==> config.mk <==
export PLATFORM = sky130hd
export DESIGN_NAME = cal_pulse_counter
export DESIGN_NICKNAME = d
export VERILOG_FILES = /design/src/rtl/cal_pulse_counter.sv
export SDC_FILE = /design/constraint.sdc
export NUM_CORES = 1
export LEC_CHECK = 0
export ABC_AREA = 1
export CORE_MARGIN = 8
export CORE_UTILIZATION = 57
export CTS_CLUSTER_DIAMETER = 50
export CTS_CLUSTER_SIZE = 30
export DETAILED_ROUTE_END_ITERATION = 6
export GPL_ROUTABILITY_DRIVEN = 0
export PLACE_DENSITY = 0.85
export SLEW_MARGIN = 0
export SYNTH_ARGS = -nofsm -noshare
export SYNTH_HDL_FRONTEND = slang
export SYNTH_SLANG_ARGS = --single-unit
==> constraint.sdc <==
create_clock -name CLK40 -period 3.6 [get_ports CLK40]
set_clock_uncertainty 0.1 [all_clocks]
set_input_delay 0.54 -clock CLK40 [delete_from_list [all_inputs] [get_ports CLK40]]
set_output_delay 0.54 -clock CLK40 [all_outputs]
set_load 0.1 [all_outputs]
==> src/rtl/cal_pulse_counter.sv <==
// cal_pulse_counter: counts rising edges on NCH asynchronous calibration pulse lines (CLK40 domain).
//
// Ports:
//   CLK40         40 MHz clock; all logic on the rising edge
//   RST_RESYNC_B  synchronous active-low reset, highest priority
//   PLS_IN[NCH]   raw asynchronous pulse inputs
//   CLR[NCH]      per-channel clear of count, overflow and holdoff (level)
//   SNAP          strobe; copies all pre-update live counts into SNAP_OUT
//   CNT_OUT       live counts, channel i at [i*CNT_W +: CNT_W]
//   SNAP_OUT      snapshot counts, same packing as CNT_OUT
//   SNAP_VLD      one-cycle pulse the cycle after SNAP is accepted
//   OVFL[NCH]     sticky overflow flags
//   ANY_EDGE      registered OR of all counted edges
//   TMR_ERR       sticky triplet disagreement flag
//
// Optional feature: define CAL_PULSE_CNT_TMR_EN to triplicate the count, hold, overflow,
// snapshot and previous-value registers with majority voting; otherwise TMR_ERR is 0.
module cal_pulse_counter #(
   parameter int NCH         = 2,
   parameter int CNT_W       = 12,
   parameter int SYNC_STAGES = 2,
   parameter int HOLDOFF     = 0,
   parameter int SATURATE    = 0
) (
   input  logic                 CLK40,
   input  logic                 RST_RESYNC_B,
   input  logic [NCH-1:0]       PLS_IN,
   input  logic [NCH-1:0]       CLR,
   input  logic                 SNAP,
   output logic [NCH*CNT_W-1:0] CNT_OUT,
   output logic [NCH*CNT_W-1:0] SNAP_OUT,
   output logic                 SNAP_VLD,
   output logic [NCH-1:0]       OVFL,
   output logic                 ANY_EDGE,
   output logic                 TMR_ERR
);

`ifdef CAL_PULSE_CNT_TMR_EN
   localparam int R = 3;
`else
   localparam int R = 1;
`endif

   localparam logic [CNT_W-1:0] ONES = '1;

   // All state that is protected when triplication is enabled.
   typedef struct packed {
      logic [NCH-1:0]            prev;
      logic [NCH-1:0]            ovfl;
      logic [NCH-1:0][7:0]       hold;
      logic [NCH-1:0][CNT_W-1:0] snap;
      logic [NCH-1:0][CNT_W-1:0] cnt;
   } st_t;

   logic [NCH-1:0] sync_q [SYNC_STAGES];
   st_t            st_q [R];
   st_t            st_v, st_d, st_rst;
   logic [NCH-1:0] s, e;
   logic           vld_q, any_q;

   // Synchronizer loads ones on reset so a line already high at release is not an edge.
   always_ff @(posedge CLK40) begin
      if (!RST_RESYNC_B) begin
         for (int j = 0; j < SYNC_STAGES; j++) sync_q[j] <= '1;
      end else begin
         sync_q[0] <= PLS_IN;
         for (int j = 1; j < SYNC_STAGES; j++) sync_q[j] <= sync_q[j-1];
      end
   end

   assign s = sync_q[SYNC_STAGES-1];

`ifdef CAL_PULSE_CNT_TMR_EN
   logic err_q;
   assign st_v = (st_q[0] & st_q[1]) | (st_q[0] & st_q[2]) | (st_q[1] & st_q[2]);
   always_ff @(posedge CLK40) begin
      err_q <= RST_RESYNC_B & (err_q | (st_q[0] != st_q[1]) | (st_q[1] != st_q[2]));
   end
   assign TMR_ERR = err_q;
`else
   assign st_v    = st_q[0];
   assign TMR_ERR = 1'b0;
`endif

   always_comb begin
      st_rst      = '0;
      st_rst.prev = '1;
   end

   always_comb begin
      st_d = st_v;
      e    = '0;
      for (int i = 0; i < NCH; i++) begin
         e[i]         = s[i] & ~st_v.prev[i] & (st_v.hold[i] == 8'd0);
         st_d.prev[i] = s[i];
         // Clear beats a coincident edge; that edge is dropped, not deferred.
         if (CLR[i]) begin
            st_d.cnt[i]  = '0;
            st_d.ovfl[i] = 1'b0;
            st_d.hold[i] = 8'd0;
         end else if (e[i]) begin
            st_d.hold[i] = 8'(HOLDOFF);
            st_d.ovfl[i] = st_v.ovfl[i] | (st_v.cnt[i] == ONES);
            st_d.cnt[i]  = (st_v.cnt[i] == ONES && SATURATE != 0) ? ONES : st_v.cnt[i] + 1'b1;
         end else if (st_v.hold[i] != 8'd0) begin
            st_d.hold[i] = st_v.hold[i] - 8'd1;
         end
      end
      // Snapshot takes the counts as registered before this edge's update.
      if (SNAP) st_d.snap = st_v.cnt;
   end

   always_ff @(posedge CLK40) begin
      for (int r = 0; r < R; r++) st_q[r] <= RST_RESYNC_B ? st_d : st_rst;
      vld_q <= RST_RESYNC_B & SNAP;
      any_q <= RST_RESYNC_B & (|e);
   end

   assign CNT_OUT  = st_v.cnt;
   assign SNAP_OUT = st_v.snap;
   assign OVFL     = st_v.ovfl;
   assign SNAP_VLD = vld_q;
   assign ANY_EDGE = any_q;

endmodule

==> metrics.txt <==
run status complete, no violations; Min Clock Period, post-route 2.67 ns; CTS Root Buffer Type clkbuf_8; end of the critical path CNT_OUT[17]; overall overflow remaining after global route 0; most area-hungry cell type in the Yosys netlist dfxtp_1; width of the die 95.2 µm; Multi-input gate area 1470 µm²; H-tree depth reported by CTS 3; mean area per synthesized cell 7.55 µm²; worst-path maximum fanout 7; detail-routed net length per standard cell 13.3 µm; static power due to leakage 1.56 nW; Worst VDD drop 0.396 mV; Pins Over Slew Limit 0; ys async rst share 0%; unrepaired setup endpoints after global routing false; total length of routed wires 7.54 mm; cell types occupying the most area after synthesis dfxtp_1 (41%), buf_4 (11%), nand2_1 (9.0%); via count 2866; Post-synth EDFFs 0; Hold Slack 0.314 ns; die area 9050 µm²; Worst Reg2Reg Path Length in Cells 8; maximum number of pins on one net before global-route repair 29; Post-CTS Setup Inserts 0; startpoint of the lowest-slack register-to-register path st_q[0][56]; Warnings, synthesis 0; drt first pass iters 5; worst slew pin tran 1.02 ns; end of the worst register-to-register path st_q[0][16]; worst endpoint data arrival time 2.03 ns; Final Cycle Share 74.0%; Syn Inst Count 473; Critical Path Sink Type output pin; most numerous cell in the Yosys netlist nand2_1; fraction of post-synthesis cell area in the top cell type by area 41.5%; top post-synthesis cells by count nand2_1 (86), dfxtp_1 (74), nor2_1 (60); floorplan core area 6200 µm²; worst-path cell with the longest stage delay clkdlybuf4s50_1; Clk Latency, worst-skew pair 0.35 ns; via count of the first global-routing pass 2786; starting utilization of the core area 57.6%; port buffer count 58; cells along the critical path clkdlybuf4s50_1; fill cell total of the finished layout 518; type of the tightest min-delay check reg2reg; Detailed Place HPWL 5.56 mm; number of diodes 0; # resized after CTS 0; Max Clk Rate 0.375 GHz; Clock Path Buffers 2; cell class contributing the biggest share of worst-path delay buffers and inverters; post-synthesis cell area 3570 µm²; CTS clk-pin slew, worst paths 0.08 ns; number of core rows 29; power per cell area 602 nW/µm²; Req. time, crit path 2.96 ns; wire length of the first global-routing pass 12.5 mm; sequential element share of the synthesized area 41.5%; total of flip-flops plus latches after synthesis 74; element type at the critical path start flip-flop; antenna-violating nets left 0; Hold Fails Final Rpt 0; CTS Buf Count 9; post-synth net total 486; die span in y 95.2 µm; fraction of layout cells with a size suffix above 1 9.84%; CTS tree built; Cell variety after synth 30; Worst Setup SP st_q[0][17]; via-per-instance ratio 5.07; Total Routing Usage GR 17.4%; highest cell delay on the worst timing path 1.19 ns; number of antenna violations at the first check in global routing 0; hold_buf cts 0; number of nets at the end of the flow 496; Max Cap Viol 0; final total negative setup slack 0 ns; Layout Area Growth over Synthesis 13.4%; sum of buffers and inverters on the critical path 1; FF-to-FF setup slack 1.93 ns; classification of the worst setup path reg2out; I/O Pins 60; storage element area 1480 µm²; clock sink total 74; critical path depth in cells 1; relative max-transition margin 31.6%; most used flip-flop cell after synthesis dfxtp_1; Initial DRC Count 152; count of endpoints failing setup in the final report 0; DRC violations left 0
## report_power, final
| group | switching (mW) | internal, mW | total, mW |
|---|---|---|---|
| logic | 0.508 | 0.276 | 0.784 |
| clock network | 0.307 | 0.388 | 0.696 |
| registers | 0.0618 | 0.897 | 0.959 |
## cells by family after synthesis
kind of cell / count (synthesis) / synth area share, %
adder cells (fa/ha/maj): 6 / 2.10
flip-flops: 74 / 41.5
other: 1 / 0.105
buffers and inverters: 109 / 17.5
AO/OA/AOI/OAI: 78 / 11.6
AND/OR/NAND/NOR: 189 / 23.3
XOR/XNOR: 16 / 3.92
## through the flow
| step | instance area, µm² | setup WS (ns) | util, % | total power [mW] | cells |
|---|---|---|---|---|---|
| 6_report | 4050 | 0.935 | 65.3 | 2.44 | 565 |
| 3_3_place_gp | 3830 | 1.32 | 61.7 | 1.74 | 549 |
| 2_1_floorplan | 3570 | 2.05 | - | 1.64 | 473 |
| 4_1_cts | 4050 | 0.911 | 65.3 | 2.46 | 565 |
| 3_5_place_dp | 3830 | 1.21 | 61.7 | 1.76 | 549 |
| 5_1_grt | 4050 | 0.871 | 65.3 | 2.60 | 565 |
## how the worst min path moves through the flow
stage,to,startpoint,cells past startpoint
6_report,sync_q[0][3],sync_q[0][1],1
4_1_cts,sync_q[0][3],sync_q[0][1],1
3_3_place_gp,sync_q[0][3],sync_q[0][1],1
2_1_floorplan,st_q[0][66],sync_q[0][2],2
3_5_place_dp,sync_q[0][3],sync_q[0][1],1
5_1_grt,sync_q[0][3],sync_q[0][1],1
## flip-flops by register name, summed over array words and instances, names as in the netlist
register  count
ANY_EDGE      1
SNAP_VLD      1
st_q         68
sync_q        4
## cells in the final DEF, fill, tap and decap left out, types with 4 or more instances in the layout
cell type,synthesis,routed
nand2_1,86,86
nand3_1,13,13
inv_2,6,6
buf_4,51,4
dfxtp_1,74,74
inv_1,39,39
ha_1,6,6
xnor2_1,4,4
nor3_1,5,5
nor2_1,60,60
a21oi_1,39,39
nand4_1,6,6
clkdlybuf4s50_1,0,58
xor2_1,12,12
o21ai_0,31,31
clkbuf_8,0,9
or2_2,5,5
## metal layers
metal | share of wire [%] | GRT usage, % | vias up | wire [µm]
li1 | - | - | 1462 | -
met1 | 47 | 20.7 | 1317 | 3510
met2 | 45 | 27.6 | 73 | 3360
met3 | 6.7 | 4.80 | 14 | 508
met4 | 2.1 | 9.88 | 0 | 162
met5 | 0 | 0 | - | 0
## layout make-up
type | instances | area share [%]
Clock inverter | 7 | 2.32
Multi-Input combinational cell | 290 | 36.2
Tap cell | 77 | 2.38
Sequential cell | 74 | 36.6
Inverter | 46 | 4.39
Timing Repair Buffer | 62 | 15.1
Clock buffer | 9 | 3.06
Power figures use the tool's default switching activity.
